--- src/rtl/timer_pkg.sv ---
// -----------------------------------------------------------------------------
// timer_pkg
// Shared definitions for the interval timer bank: the per-channel FSM state
// encoding, the default counter width, and a helper that validates a PERIOD
// parameter against the counter width at elaboration time.
// -----------------------------------------------------------------------------
package timer_pkg;

  // Per-channel Moore FSM states; the encoding is fixed and visible to firmware
  // debug, so the values are pinned explicitly.
  typedef enum logic [1:0] {
    ST_IDLE = 2'b00,
    ST_RUN  = 2'b01,
    ST_FIRE = 2'b10,
    ST_DONE = 2'b11
  } timer_state_e;

  localparam int unsigned TIMER_WIDTH_DEFAULT = 32'd24;

  // A period is legal when 1 <= period <= 2^width. The upper bound is legal
  // because the terminal compare uses period-1, which still fits in width bits.
  function automatic bit period_ok(input longint unsigned period,
                                   input int unsigned     width);
    return (period >= 64'd1) && (period <= (64'd1 << width));
  endfunction

endpackage

--- src/rtl/interval_timer_ch.sv ---
// -----------------------------------------------------------------------------
// interval_timer_ch
// One-shot interval timer channel. While start_in is held high the channel
// counts PERIOD cycles, then emits a single-cycle int_out pulse and parks in
// DONE until start_in drops, so a held start fires only once.
//
// Ports:
//   clock_in    system clock
//   reset_n_in  asynchronous active-low reset
//   start_in    level request
//   int_out     one-cycle expiry pulse (registered)
//   busy_out    high while the channel is counting (registered)
// -----------------------------------------------------------------------------
module interval_timer_ch
  import timer_pkg::*;
#(
  parameter int unsigned     WIDTH  = TIMER_WIDTH_DEFAULT,
  parameter longint unsigned PERIOD = 64'd1
) (
  input  logic clock_in,
  input  logic reset_n_in,
  input  logic start_in,
  output logic int_out,
  output logic busy_out
);

  // PERIOD = 2^WIDTH truncates the terminal value to all-ones, which is exactly
  // the last count reachable without wrapping.
  localparam logic [WIDTH-1:0] TERM_COUNT = WIDTH'(PERIOD - 64'd1);
  localparam logic [WIDTH-1:0] COUNT_ONE  = WIDTH'(1'b1);

  timer_state_e     state_r;
  timer_state_e     next_state_s;
  logic [WIDTH-1:0] count_r;
  logic [WIDTH-1:0] next_count_s;
  logic             int_r;
  logic             busy_r;

  // Next-state and next-count logic; start_in low in RUN aborts even on the
  // terminal count, so an abort always beats the interrupt.
  always_comb begin
    next_state_s = state_r;
    next_count_s = count_r;
    case (state_r)
      ST_IDLE: begin
        next_count_s = '0;
        if (start_in) begin
          next_state_s = ST_RUN;
        end else begin
          next_state_s = ST_IDLE;
        end
      end
      ST_RUN: begin
        if (!start_in) begin
          next_state_s = ST_IDLE;
          next_count_s = '0;
        end else if (count_r == TERM_COUNT) begin
          next_state_s = ST_FIRE;
          next_count_s = '0;
        end else begin
          next_state_s = ST_RUN;
          next_count_s = count_r + COUNT_ONE;
        end
      end
      ST_FIRE: begin
        next_count_s = '0;
        if (start_in) begin
          next_state_s = ST_DONE;
        end else begin
          next_state_s = ST_IDLE;
        end
      end
      ST_DONE: begin
        next_count_s = '0;
        if (start_in) begin
          next_state_s = ST_DONE;
        end else begin
          next_state_s = ST_IDLE;
        end
      end
      default: begin
        next_state_s = ST_IDLE;
        next_count_s = '0;
      end
    endcase
  end

  // State and counter registers.
  always_ff @(posedge clock_in or negedge reset_n_in) begin
    if (!reset_n_in) begin
      state_r <= ST_IDLE;
      count_r <= '0;
    end else begin
      state_r <= next_state_s;
      count_r <= next_count_s;
    end
  end

  // Outputs are registered copies of the decode of the next state, so they
  // track state_r cycle-for-cycle with no combinational path from start_in.
  always_ff @(posedge clock_in or negedge reset_n_in) begin
    if (!reset_n_in) begin
      int_r  <= 1'b0;
      busy_r <= 1'b0;
    end else begin
      int_r  <= (next_state_s == ST_FIRE);
      busy_r <= (next_state_s == ST_RUN);
    end
  end

  assign int_out  = int_r;
  assign busy_out = busy_r;

endmodule

--- src/rtl/interval_timer_bank.sv ---
// -----------------------------------------------------------------------------
// interval_timer_bank
// Three independent one-shot interval timers answering the start/interrupt
// handshake of the LED sequencing controller (OFF, ON and IDLE intervals).
//
// Ports:
//   clock_in      system clock
//   reset_n_in    asynchronous active-low reset
//   tN_start_in   level request for channel N
//   tN_int_out    one-cycle expiry pulse for channel N
//   busy_out[N]   channel N is counting
// -----------------------------------------------------------------------------
module interval_timer_bank
  import timer_pkg::*;
#(
  parameter int unsigned     WIDTH     = TIMER_WIDTH_DEFAULT,
  parameter longint unsigned T0_PERIOD = 64'd6000000,
  parameter longint unsigned T1_PERIOD = 64'd6000000,
  parameter longint unsigned T2_PERIOD = 64'd12000000
) (
  input  logic       clock_in,
  input  logic       reset_n_in,
  input  logic       t0_start_in,
  input  logic       t1_start_in,
  input  logic       t2_start_in,
  output logic       t0_int_out,
  output logic       t1_int_out,
  output logic       t2_int_out,
  output logic [2:0] busy_out
);

  // Reject periods that cannot be timed by a WIDTH-bit counter.
  if (!period_ok(T0_PERIOD, WIDTH)) begin : g_t0_period_err
    $error("interval_timer_bank: T0_PERIOD out of range 1..2^WIDTH");
  end
  if (!period_ok(T1_PERIOD, WIDTH)) begin : g_t1_period_err
    $error("interval_timer_bank: T1_PERIOD out of range 1..2^WIDTH");
  end
  if (!period_ok(T2_PERIOD, WIDTH)) begin : g_t2_period_err
    $error("interval_timer_bank: T2_PERIOD out of range 1..2^WIDTH");
  end

  logic t0_busy_s;
  logic t1_busy_s;
  logic t2_busy_s;

  interval_timer_ch #(.WIDTH(WIDTH), .PERIOD(T0_PERIOD)) u_ch0 (
    .clock_in   (clock_in),
    .reset_n_in (reset_n_in),
    .start_in   (t0_start_in),
    .int_out    (t0_int_out),
    .busy_out   (t0_busy_s)
  );

  interval_timer_ch #(.WIDTH(WIDTH), .PERIOD(T1_PERIOD)) u_ch1 (
    .clock_in   (clock_in),
    .reset_n_in (reset_n_in),
    .start_in   (t1_start_in),
    .int_out    (t1_int_out),
    .busy_out   (t1_busy_s)
  );

  interval_timer_ch #(.WIDTH(WIDTH), .PERIOD(T2_PERIOD)) u_ch2 (
    .clock_in   (clock_in),
    .reset_n_in (reset_n_in),
    .start_in   (t2_start_in),
    .int_out    (t2_int_out),
    .busy_out   (t2_busy_s)
  );

  assign busy_out = {t2_busy_s, t1_busy_s, t0_busy_s};

endmodule

--- config.mk ---
export PLATFORM = sky130hd
export DESIGN_NAME = interval_timer_bank
export DESIGN_NICKNAME = d
export VERILOG_FILES = /design/src/rtl/timer_pkg.sv /design/src/rtl/interval_timer_ch.sv /design/src/rtl/interval_timer_bank.sv
export SDC_FILE = /design/constraint.sdc
export NUM_CORES = 1
export LEC_CHECK = 0
export ABC_AREA = 1
export BUFFER_PORTS_ARGS = -buffer_cell sky130_fd_sc_hd__buf_2
export CORE_MARGIN = 2
export CORE_UTILIZATION = 55
export DETAILED_ROUTE_END_ITERATION = 6
export HOLD_SLACK_MARGIN = 0.03
export PLACE_DENSITY = 0.74
export SLEW_MARGIN = 20
export SYNTH_ARGS = -nofsm -noshare
export SYNTH_HDL_FRONTEND = slang
export SYNTH_HIERARCHICAL = 1
export SYNTH_SLANG_ARGS = --single-unit
--- constraint.sdc ---
create_clock -name clock_in -period 1.26 [get_ports clock_in]
set_input_delay 0 -clock clock_in [delete_from_list [all_inputs] [get_ports clock_in]]
set_output_delay 0 -clock clock_in [all_outputs]
set_load 0.01 [all_outputs]
### Word level (Yosys, flattened, before mapping)

Cells that the tools add are included.

* ROM bits: 0
* input port bits: 5
* bits in writable memories: 0
* register bits after elaboration: 84
* memories kept: 0
* logic and storage cells: 66
* output and inout port bits: 6
* bits in latches: 0

* $add $sub $neg: 3
* eq/ne operators: 18
* multiply operators: 0
* magnitude comparators: 0
* shifts and indexed selects: 0
* reduce and logical (&&, ||, !) cells: 9
* bitwise gates (word level): 0
* muxes and demuxes: 24
* divide/modulo/power cells: 0

Operators by type and width (number)
* 24-bit two-way mux: 6
* 24-bit case mux with 2 select lines: 3
* 24-bit by 1-bit adder with 24-bit output (second input constant): 3
* 24-bit by 23-bit equality test with 1-bit output (second input constant): 2
* 24-bit equality test (second input constant): 1
* 2-bit equality test (second input constant): 9
* 2-bit two-way mux: 9
* 2-bit case mux with 3 select lines: 3
* 2-bit by 1-bit equality test with 1-bit output (second input constant): 6
* 3-bit OR reduction: 3
* 2-bit zero test: 3
* 2-bit OR reduction: 3
* 1-bit two-way mux: 3

### Longest topological paths before layout

Gate-level depths: netlist (run 1).

* depth in word-level cells: 5
* mapped depth: 9
* mapped depth without buffers: 9

### Modules after synthesis

The synthesis (run 1) kept the hierarchy.

By module, submodules not included
* interval_timer_ch at u_ch1: instances 1, cells each 219, area each 1621.6 um^2, sequential area each 700.7 um^2
* interval_timer_ch at u_ch0: instances 1, cells each 211, area each 1592.8 um^2, sequential area each 700.7 um^2
* interval_timer_ch at u_ch2: instances 1, cells each 194, area each 1490.2 um^2, sequential area each 700.7 um^2
* interval_timer_bank: instances 1, cells each 3, area each 22.5 um^2, sequential area each 0.0 um^2

### Worst setup path before layout (run 1)

OpenSTA, ideal clock, no wires.

* path kind: reg-to-reg
* from: register u_ch1.count_r[0]
* to: register u_ch1.state_r[0]
* arrival time: 1.248 ns
* path buffers: 1
* period minus slack after synthesis: 1.363 ns
* path slack: -0.103 ns
* library setup time: 0.115 ns
* stages on the path, launching flop included: 10
* required time: 1.145 ns
* cells stage by stage: dfrtp_1 -> ha_1 -> nand2_1 -> inv_1 -> nand2_1 -> nor2_2 -> nand3_4 -> buf_6 -> o21ai_2 -> inv_2

* longest elaborated chain between the ends: 4

RTL lines
* start, declared: RTL line interval_timer_ch.sv:34 `logic [WIDTH-1:0] count_r;`
* start signal, assigned: RTL line interval_timer_ch.sv:95 `count_r <= next_count_s;`
* 24-bit by 23-bit equality test with 1-bit output: RTL line interval_timer_ch.sv:57 `end else if (count_r == TERM_COUNT) begin`
* 2-bit two-way mux: RTL line interval_timer_ch.sv:57
* 2-bit two-way mux: RTL line interval_timer_ch.sv:54 `if (!start_in) begin`
* 2-bit case mux with 3 select lines: RTL line interval_timer_ch.sv:44 `case (state_r)`
* named net u_ch1.next_state_s[0]: RTL line interval_timer_ch.sv:33 `timer_state_e next_state_s;`
* end signal, assigned: RTL line interval_timer_ch.sv:94 `state_r <= next_state_s;`
* end, declared: RTL line interval_timer_ch.sv:32 `timer_state_e state_r;`

The timed path passes the listed nets, and every way through them passes these cells.

### Worst setup path after layout (run 1)

* from: register u_ch0.count_r[11]
* to: register u_ch0.count_r[12]

* longest elaborated chain between the ends: 4
* elaborated cells between the ends (all ways): 5
* those cells by class: add/sub: 1; eq/ne: 1; mux: 3

RTL lines
* start, declared: RTL line interval_timer_ch.sv:34
* start signal, assigned: RTL line interval_timer_ch.sv:95
* 24-bit by 1-bit adder with 24-bit output / 24-bit by 23-bit equality test with 1-bit output (equally long branches): RTL line interval_timer_ch.sv:62, interval_timer_ch.sv:57
* 24-bit two-way mux *: RTL line interval_timer_ch.sv:57
* 24-bit two-way mux *: RTL line interval_timer_ch.sv:54
* 24-bit case mux with 2 select lines *: RTL line interval_timer_ch.sv:44
* named net u_ch0.next_count_s[12]: RTL line interval_timer_ch.sv:35 `logic [WIDTH-1:0] next_count_s;`

Mark *: on every way through the listed nets, which the timed path passes. The rest lies on a longest branch.

==> impl_results.md, run 1 <==
* Outcome: complete, but fails checks
* Failing checks: setup timing
* Number of I/O pins at 11
* Total Routed Length at 14.74 mm
* Placeable core area at 0.008258 mm²
* Post-synthesis sequential element count at 84
* Cell count after placement at 822
* Maximum number of pins on one net before global-route repair at 85
* Synthesized Nets at 635
* GR Overflow Total at 0
* Overall die height at 96.71 µm
* Detail Route Antenna Nets at 0
* Netlist area before placement at 0.004727 mm²
* Number of global-route vias before repair at 4630
* Total number of vias at 4960
* Final net count at 779
* Part of the Yosys area used for sequential elements at 0.4447
* Worst Path Required at 1.51 ns
* WS Path Type: register to register
* Final slew viol count at 0
* Total setup violations reported at the end of the flow at 84
* Class of the most critical hold timing path: primary input to async pin
* CP Launch Point: u_ch0/count_r[11]
* Clock period minus final worst setup slack at 1.611 ns
* Wire length of the first global-routing pass at 20.76 mm
* Post-route setup slack at -0.3510 ns
* Die Wd at 96.71 µm
* Worst slew margin at 0.6772
* First-iteration detailed-routing DRC count at 533
* Most frequent cells in the layout: sky130_fd_sc_hd__nand2_1 (122), sky130_fd_sc_hd__buf_4 (109), sky130_fd_sc_hd__nor2_1 (100), sky130_fd_sc_hd__dfrtp_1 (77), sky130_fd_sc_hd__inv_1 (57)
* RSZ-0062 raised after global routing: yes
* IR Drop Worst-Case VDD at 0.6147 mV
* Clock tree from TritonCTS: built
* Crit path arrival time at 1.86 ns
* R2R cell count at 6
* Via count normalized by instance count at 5.630
* FMAX at 0.6207 GHz
* Mapped Cells at 627
* Final antenna diode count at 0
* Hold violation count in the final report at 0
* Count of warnings emitted by yosys at 6
* Xor/xnor cell area share of the yosys netlist at 0.05929
* Number of non-filler instances in the completed layout at 881
* Setup Slack @ Placement at -0.2616 ns
* Area of combinational cells with multiple inputs at 0.003029 mm²
* Synth Area in Adders at 0.007941
* Number of H-tree levels at 3
* Number of fill cells at 437
* Register cell area after layout at 0.002111 mm²
* Nature of the critical path endpoint: register
* Portion of the clock cycle consumed by the worst path in the final layout at 1.279
* Fraction of layout cells with a size suffix above 1 at 0.4253
* Setup Skew at 0.01286 ns
* Ratio of total power to cell area at 763.2 mW/mm²
* Worst-path maximum fanout at 3
* Clock Tree Buf Depth at 2
* Number of buffer cells added on primary ports at 10
* Fraction of the mapped netlist area in simple logic gates at 0.4050
* Setup crit start kind: register
* Compound-Gate Fraction of Synth Area at 0.01720
* Reg-to-reg startpoint: u_ch0/count_r[11]
* Skew-Pair Late Insertion Delay at 0.37 ns
* Antenna violations before repair at 0
* TritonCTS buffer count at 9
* Routability cong. at 0.9072
* Leakage at 0.002870 µW
* Number of core rows at 33
* Total iterations of the first detailed-routing run at 5
* DRC violations left at 0
* HPWL after detailed placement at 7.562 mm
* Most common cell after layout, fill and taps aside: sky130_fd_sc_hd__nand2_1
* Max-cap violation count at 0
* Post-synthesis average cell area at 7.539 µm²
* Die Area at 0.009352 mm²
* Yosys cell types at 30
* Clock Sink Count at 84
* Mux share of post-synthesis cell area at 0
* Dominant combinational cell family by area after synthesis: simple AND/OR/NAND/NOR gates
* Clk Tree Root Cell: sky130_fd_sc_hd__clkbuf_8
* Clock transition at the registers of the reported paths at 0.09 ns
* Utilization of the core after routing at 0.8283
* Worst Max-Slew Pin Slew at 0.4830 ns
* Area added between synthesis and finish at 44.71%
* Tot GR Track Use at 0.2696
* Initial cell density of the core at 0.5724
* Post-route setup TNS at -17.21 ns
* Wire length per cell after detailed routing at 16.73 µm
[sequential cells by signal (all words and copies together) (netlist names), 2 cells and up]
signal and count:
u_ch0/count_r 24, u_ch0/state_r 2, u_ch1/count_r 24, u_ch1/state_r 2
u_ch2/count_r 24, u_ch2/state_r 2
[what timing repair did]
item,4_1_cts,5_1_grt
setup endpoints to repair,84,84
resized for setup,85,98
hold buffers,4,0
endpoints found under the hold margin,99,0
pin swaps,35,47
gates cloned,3,1
buffers inserted,17,19
[metal layers]
layer | track usage | up-vias | wire length (µm)
met2 | 0.4428 | 259 | 7452
met1 | 0.3432 | 2380 | 5704
met3 | 0.04624 | 73 | 942
met4 | 0.1387 | 0 | 635
met5 | 0 | - | 0
li1 | - | 2248 | -
[path summary, 6_finish.rpt]
path | endpoint | slack, ns
worst max-delay path | u_ch0/count_r[12] | -0.35
worst min-delay path | u_ch2/count_r[17] | 0.20
worst max register to register | u_ch0/count_r[12] | -0.35
worst min register to register | u_ch2/busy_out | 0.49
max in group asynchronous | u_ch2/count_r[2] | 0.69
min in group clock_in | u_ch1/state_r[0] | 0.41
[cells in the mapped netlist]
master,n,area share
sky130_fd_sc_hd__nand3_4,2,0.0074
sky130_fd_sc_hd__nand4_1,13,0.017
sky130_fd_sc_hd__buf_6,3,0.0071
sky130_fd_sc_hd__nand3_1,39,0.041
sky130_fd_sc_hd__a31oi_1,1,0.0013
sky130_fd_sc_hd__buf_8,1,0.0032
sky130_fd_sc_hd__o22ai_1,1,0.0013
sky130_fd_sc_hd__xnor2_1,13,0.024
sky130_fd_sc_hd__nand2_1,144,0.11
sky130_fd_sc_hd__o21ai_1,1,0.0011
sky130_fd_sc_hd__a21oi_1,7,0.0074
sky130_fd_sc_hd__nor3_2,1,0.0021
sky130_fd_sc_hd__nor2_4,10,0.024
sky130_fd_sc_hd__and2_4,2,0.0037
sky130_fd_sc_hd__o21ai_0,4,0.0042
sky130_fd_sc_hd__nand3b_1,3,0.0048
sky130_fd_sc_hd__inv_2,4,0.0032
sky130_fd_sc_hd__nor3_1,14,0.015
sky130_fd_sc_hd__nand2_4,3,0.0071
sky130_fd_sc_hd__xor2_1,19,0.035
sky130_fd_sc_hd__nor2_1,166,0.13
sky130_fd_sc_hd__inv_1,60,0.048
sky130_fd_sc_hd__ha_1,3,0.0079
sky130_fd_sc_hd__dfrtp_1,84,0.44
sky130_fd_sc_hd__o21ai_2,1,0.0019
sky130_fd_sc_hd__and2_2,1,0.0016
sky130_fd_sc_hd__nand3_2,4,0.0085
sky130_fd_sc_hd__nand2_2,9,0.012
sky130_fd_sc_hd__buf_4,3,0.0048
sky130_fd_sc_hd__nor2_2,11,0.015
[stage by stage]
stage	area (µm²)	power (µW)	hold WS [ns]
final	6840	5221	0.2048
after global routing	6840	5409	0.2586
after CTS	6316	5212	0.2237
after detailed placement	5577	2991	0.06913
after global placement	5577	2983	0.06847
after floorplan	4773	2878	-0.2956
[worst max-delay path: stages (launching register included)]
cell	delay [ns]
sky130_fd_sc_hd__dfrtp_1	0.46
sky130_fd_sc_hd__nand2_1	0.18
sky130_fd_sc_hd__nor2_1	0.24
sky130_fd_sc_hd__nand2_1	0.13
sky130_fd_sc_hd__nor2_4	0.14
sky130_fd_sc_hd__xor2_1	0.27
sky130_fd_sc_hd__nor2_4	0.06
[power by group]
part / switching (µW) / internal [µW] / total (µW)
Combinational: 189 / 101 / 290
Clock: 1020 / 1180 / 2200
Sequential: 15.7 / 2710 / 2730
[layout make-up]
class	count	share of cell area
clock buffer	11	0.02067
inverter	64	0.03622
tap	105	0.01921
timing repair buffer	136	0.1602
clock inverter	5	0.01226
multi-input combinational	476	0.4428
sequential	84	0.3086
[cells by family after synthesis]
kind of cell	Yosys count
buffers and inverters	71
AO/OA/AOI/OAI	15
adder cells (fa/ha/maj)	3
AND/OR/NAND/NOR	422
flip-flops	84
XOR/XNOR	32
No activity file was read; power rests on OpenSTA's default activity.
==> inputs of run 2 (changes only) <==
- CORE_ASPECT_RATIO: default -> 1.25
==> run 2 against run 1 <==
Effect of this change: the run still ends with setup timing left; global-route usage rose by 2.6 points; first-iteration DRC count increased by 6.0%; flip-flop and latch count unchanged; cell area up 3.4%; fmax decreased by 2.5%; core utilization increased by 2.5 points; final cell count up 1.2%; total power is 7.7% lower; non-clock buffer count increased by 20; wire length up 14%; hold slack worse by 0.012 ns; largest cell class unchanged.
==> impl_results.md, run 2 (synthesis gave the netlist of run 1 again) <==
* Outcome: complete, but fails checks
* Failing checks: setup timing
* Most common cell type on the critical path: sky130_fd_sc_hd__nor2_4
* Reg-to-reg startpoint: u_ch0/count_r[13]
* Most frequent cells in the layout: sky130_fd_sc_hd__buf_4 (121), sky130_fd_sc_hd__nand2_1 (111), sky130_fd_sc_hd__nor2_1 (103), sky130_fd_sc_hd__dfrtp_1 (76), sky130_fd_sc_hd__inv_1 (54)
* GR Overflow Total at 0
* Utilization of the core after routing at 0.8537
* Ordered cell list for the critical path: inv_1 -> nand4_1 -> nor2_4 -> nand3_4 -> nand2_8 -> nor2_4
* Class of the most critical hold timing path: primary input to async pin
* Final net count at 798
* Slowest-stage cell, CP: sky130_fd_sc_hd__dfrtp_1
* Instance area at placement at 0.005697 mm²
* HPWL after detailed placement at 8.133 mm
* Fraction of layout cells with a size suffix above 1 at 0.4604
* Number of fill cells at 401
* FMAX at 0.6054 GHz
* Placeable core area at 0.008287 mm²
* Registers with the highest flip-flop counts: u_ch0/count_r: 24 flops, u_ch1/count_r: 24 flops, u_ch2/count_r: 24 flops
* CP Launch Point: u_ch0/count_r[13]
* Nature of the critical path endpoint: register
* Ratio of total power to cell area at 680.9 mW/mm²
* Setup Skew at 0.01238 ns
* Die Wd at 86.92 µm
* Leakage at 0.003034 µW
* WP buf/inv at 1
* DRC violations left at 0
* Levels on crit path at 6
* Number of H-tree levels at 3
* RSZ-0062 raised after global routing: yes
* Most common cell after layout, fill and taps aside: sky130_fd_sc_hd__buf_4
* Crit path arrival time at 1.89 ns
* Slowest Stage Delay on Critical Path at 0.41 ns
* Total Routed Length at 16.85 mm
* Clock transition at the registers of the reported paths at 0.09 ns
* Number of buffer cells added on primary ports at 10
* Worst Max-Slew Pin Slew at 0.4584 ns
* Clock tree from TritonCTS: built
* Clock Sink Count at 84
* Final antenna diode count at 0
* R2R cell count at 6
* Worst Path Required at 1.50 ns
* Post-layout instance area at 0.007074 mm²
* Clock period minus final worst setup slack at 1.652 ns
* Total number of vias at 5207
* TritonCTS buffer count at 9
* Worst-path maximum fanout at 8
* Wire length of the first global-routing pass at 21.71 mm
* Register cell area after layout at 0.002112 mm²
* Tot GR Track Use at 0.2958
* Crit-path leading delay family: simple AND/OR/NAND/NOR gates
* Post-route setup slack at -0.3918 ns
* Setup crit start kind: register
* Worst slew margin at 0.6944
* Maximum number of pins on one net before global-route repair at 85
* Hold violation count in the final report at 0
* Worst flop-to-flop path endpoint: u_ch0/count_r[13]
* Total iterations of the first detailed-routing run at 5
* Wire length per cell after detailed routing at 18.89 µm
* Initial cell density of the core at 0.5704
* Area of combinational cells with multiple inputs at 0.003153 mm²
* Number of I/O pins at 11
* Clock Tree Buf Depth at 2
* Via count normalized by instance count at 5.837
* Portion of the clock cycle consumed by the worst path in the final layout at 1.311
* Clk Tree Root Cell: sky130_fd_sc_hd__clkbuf_8
* Skew-Pair Late Insertion Delay at 0.37 ns
* Overall die height at 107.7 µm
* Antenna violations before repair at 0
* Area added between synthesis and finish at 49.66%
* Die Area at 0.009357 mm²
* Final slew viol count at 0
* Worst setup endpoint: u_ch0/count_r[13]
* Routability cong. at 0.9088
* First-iteration detailed-routing DRC count at 565
* Reg-to-reg setup timing slack at -0.39 ns
* WS Path Type: register to register
* Detail Route Antenna Nets at 0
* Total setup violations reported at the end of the flow at 84
* Number of global-route vias before repair at 4772
* Max-cap violation count at 0
* Number of core rows at 37
* IR Drop Worst-Case VDD at 0.6245 mV
## run 2: cell count changes in the layout (fill, tap and decap cells not counted), sizes merged
cell	change
buf	+20
bufinv	-2
clkbuf	+1
clkinv	+2
inv	-1
nand2	-1
## run 2: how the worst min path moves through the flow
stage,start,to,slack (ns)
4_1_cts,reset_n_in,u_ch2/count_r[5],0.22
6_report,reset_n_in,u_ch2/count_r[4],0.19
2_1_floorplan,reset_n_in,u_ch0/busy_out,-0.30
5_1_grt,reset_n_in,u_ch2/count_r[18],0.24
3_5_place_dp,reset_n_in,u_ch2/count_r[5],0.07
3_3_place_gp,reset_n_in,u_ch2/count_r[5],0.06
## run 2: cell type report
type                            count  share of cell area
Multi-Input combinational cell    475              0.4457
Sequential cell                    84              0.2986
Timing Repair Buffer              156              0.1792
Inverter                           64             0.03537
Clock buffer                       12             0.02052
Tap cell                           97             0.01716
Clock inverter                      4            0.003537
## run 2: where the power goes
group | leakage, µW | internal [µW] | total, µW | switching, µW
combinational | 0.00181 | 122 | 322 | 200
clock | 0.0000824 | 766 | 1760 | 997
sequential | 0.00114 | 2710 | 2730 | 19.6
## run 2: repair_timing
| item | in CTS | in global routing |
|---|---|---|
| hold endpoints to repair | 98 | 0 |
| pin swaps | 50 | 48 |
| setup buffers | 13 | 23 |
| hold buffers | 4 | 0 |
| gates cloned | 3 | 0 |
| setup endpoints to repair | 83 | 84 |
| resized for setup | 107 | 120 |
## run 2: layer usage
layer / vias to the layer above / wire length [µm] / track usage
met3: 113 / 991 / 0.04831
met5: - / 0 / 0
li1: 2282 / - / -
met2: 286 / 8727 / 0.5420
met4: 0 / 1122 / 0.1127
met1: 2526 / 6012 / 0.3378
## run 2: stage by stage
| stage | total power (µW) | worst slack, ns | TNS (ns) | instances | hold WS, ns |
|---|---|---|---|---|---|
| after floorplan | 2878 | -0.1030 | -2.524 | 627 | -0.2956 |
| after global placement | 2989 | -0.1842 | -8.278 | 833 | 0.06474 |
| after detailed placement | 2997 | -0.2394 | -11.67 | 833 | 0.06955 |
| after CTS | 4742 | -0.1866 | -10.96 | 869 | 0.2214 |
| after global routing | 4955 | -0.4133 | -24.99 | 892 | 0.2395 |
| final | 4817 | -0.3918 | -21.41 | 892 | 0.1927 |
## run 2: worst min-delay path, stage by stage
cell and delay [ns]:
sky130_fd_sc_hd__dlygate4sd3_1 0.52, sky130_fd_sc_hd__buf_4 0.11, sky130_fd_sc_hd__buf_12 0.35
==> inputs of run 3 (changes only) <==
- CTS_BUF_LIST: default -> sky130_fd_sc_hd__clkbuf_8
- clock period: 1.26 -> 1.4 ns (I/O delays scaled with it)
==> run 3 against run 2 <==
Effect of this change: the flow still finishes with violations (setup timing); combinational power fell by 32%; wire length fell by 35%; clock power rose by 14%; largest power group unchanged; global-route usage fell by 5.1 points; critical path depth rose by 3; die area did not move; first-iteration DRC count fell by 55%; final cell count fell by 9.2%; sequential power fell by 10%.
==> impl_results.md, run 3 (synthesis gave the netlist of run 1 again) <==
* RSZ-0062 raised after global routing: yes
* Clock Sink Count at 84
* Total iterations of the first detailed-routing run at 5
* Die Area at 0.009357 mm²
* Max-cap violation count at 0
* Overall die height at 107.7 µm
* Wire length of the first global-routing pass at 18.13 mm
* Via count normalized by instance count at 5.252
* Setup Skew at 0.005508 ns
* Detail Route Antenna Nets at 0
* Ordered cell list for the critical path: ha_4 -> nand3_4 -> nor2_4 -> buf_6 -> nand3_4 -> nor2_4 -> nand2_1 -> nand2_1 -> nor2_1
* Routability cong. at 0.9426
* Number of global-route vias before repair at 4089
* FMAX at 0.6792 GHz
* Portion of the clock cycle consumed by the worst path in the final layout at 1.052
* Clock Tree Buf Depth at 2
* Area added between synthesis and finish at 26.20%
* DRC violations left at 0
* Maximum number of pins on one net before global-route repair at 35
* Initial cell density of the core at 0.5704
* Number of buffer cells added on primary ports at 10
* Final slew viol count at 0
* Number of I/O pins at 11
* Slowest Stage Delay on Critical Path at 0.44 ns
* First-iteration detailed-routing DRC count at 256
* Total setup violations reported at the end of the flow at 64
* Class of the most critical hold timing path: primary input to async pin
* Clock tree from TritonCTS: built
* Fraction of layout cells with a size suffix above 1 at 0.2833
* Die Wd at 86.92 µm
* Worst Max-Slew Pin Slew at 0.4284 ns
* Most common cell after layout, fill and taps aside: sky130_fd_sc_hd__nor2_1
* Nature of the critical path endpoint: register
* Number of H-tree levels at 3
* Hold violation count in the final report at 0
* Setup crit start kind: register
* Failing checks: setup timing
* Number of core rows at 37
* TritonCTS buffer count at 9
* Wire length per cell after detailed routing at 13.60 µm
* GR Overflow Total at 0
* HPWL after detailed placement at 7.308 mm
* Ratio of total power to cell area at 783.3 mW/mm²
* Slowest-stage cell, CP: sky130_fd_sc_hd__dfrtp_1
* Final antenna diode count at 0
* Post-route setup slack at -0.07227 ns
* Final net count at 716
* Clk Tree Root Cell: sky130_fd_sc_hd__clkbuf_8
* Total number of vias at 4254
* Outcome: complete, but fails checks
* Most frequent cells in the layout: sky130_fd_sc_hd__nor2_1 (139), sky130_fd_sc_hd__nand2_1 (135), sky130_fd_sc_hd__dfrtp_1 (80), sky130_fd_sc_hd__buf_4 (54), sky130_fd_sc_hd__inv_1 (54)
* Clock period minus final worst setup slack at 1.472 ns
* Worst-path maximum fanout at 4
* Post-route setup TNS at -2.555 ns
* WS Path Type: register to register
* Worst slew margin at 0.7122
* Crit path arrival time at 1.74 ns
* Utilization of the core after routing at 0.7199
* Placeable core area at 0.008287 mm²
* Clock transition at the registers of the reported paths at 0.08 ns
* IR Drop Worst-Case VDD at 0.4781 mV
* Total Routed Length at 11.02 mm
* Antenna violations before repair at 0
* Registers with the highest flip-flop counts: u_ch0/count_r: 24 flops, u_ch1/count_r: 24 flops, u_ch2/count_r: 24 flops
* Skew-Pair Late Insertion Delay at 0.37 ns
* Leakage at 0.002457 µW
* Tot GR Track Use at 0.2452
* Worst Path Required at 1.67 ns
run 3: cell types whose count changed in the layout (fill, tap and decap cells not counted), moves of 6 or more:
cell	before	now
sky130_fd_sc_hd__buf_4	121	54
sky130_fd_sc_hd__nor2_1	103	139
sky130_fd_sc_hd__nand2_1	111	135
sky130_fd_sc_hd__nor2_4	47	23
sky130_fd_sc_hd__nand2_2	31	15
sky130_fd_sc_hd__buf_6	19	6
sky130_fd_sc_hd__nand3_1	18	31
sky130_fd_sc_hd__nor2_2	37	25
sky130_fd_sc_hd__nand3_2	19	9
sky130_fd_sc_hd__nand2_4	11	5
run 3: layout make-up:
class	instances	area [µm²]
multi-input cells	475	2685
clock inverters	5	82.58
well taps	97	121.4
clock buffers	11	151.4
inverters	64	240.2
repair buffers	74	578.1
fillers	608	2321
flip-flops and latches	84	2107
run 3: critical path, delay by kind of cell (launching register included):
| kind | cells | cell delay, ns |
|---|---|---|
| adder cells (fa/ha/maj) | 1 | 0.19 |
| buffers and inverters | 1 | 0.12 |
| flip-flops | 1 | 0.44 |
| AND/OR/NAND/NOR | 7 | 0.61 |
run 3: power by group:
group          switching (µW)  internal, µW
Combinational             141          76.7
Clock                     894          1110
Sequential               12.6          2440
run 3: metal layers:
metal,part of all wire,GRT usage,wire length [µm]
met1,0.44,0.3191,4821
met2,0.50,0.3969,5510
met3,0.028,0.02684,308
met4,0.034,0.1339,379
met5,0,0,0
run 3: worst paths after layout:
kind                             startpoint  cells after the start  slack [ns]           endpoint
max in group asynchronous        reset_n_in                      3        0.82  u_ch1/count_r[10]
hold / removal                   reset_n_in                      2        0.03  u_ch0/count_r[23]
setup / recovery           u_ch2/count_r[0]                      9       -0.07  u_ch2/count_r[22]
min in group clock_in           t1_start_in                      4        0.44   u_ch1/state_r[0]
setup reg to reg           u_ch2/count_r[0]                      9       -0.07  u_ch2/count_r[22]
hold reg to reg            u_ch2/state_r[1]                      1        0.49     u_ch2/busy_out
run 3: repair_timing:
item | 4_1_cts | 5_1_grt
endpoints found under the setup margin | 72 | 83
buffers inserted | 3 | 21
gates cloned | 3 | 0
pin swaps | 20 | 32
hold buffers | 4 | 0
endpoints found under the hold margin | 99 | 0
gates resized for setup | 39 | 63
run 3: per-stage QoR:
stage	cell area (µm²)	setup slack (ns)	power, µW	std cells	hold slack (ns)
floorplan	4727	0.03699	2586	627	-0.2956
global placement	5112	-0.1150	2674	763	-0.1224
detailed placement	5112	-0.1248	2680	763	-0.1242
CTS	5582	-0.05527	4699	789	0.03188
global route	5966	-0.1579	4833	810	0.05363
finish	5966	-0.07227	4673	810	0.03203
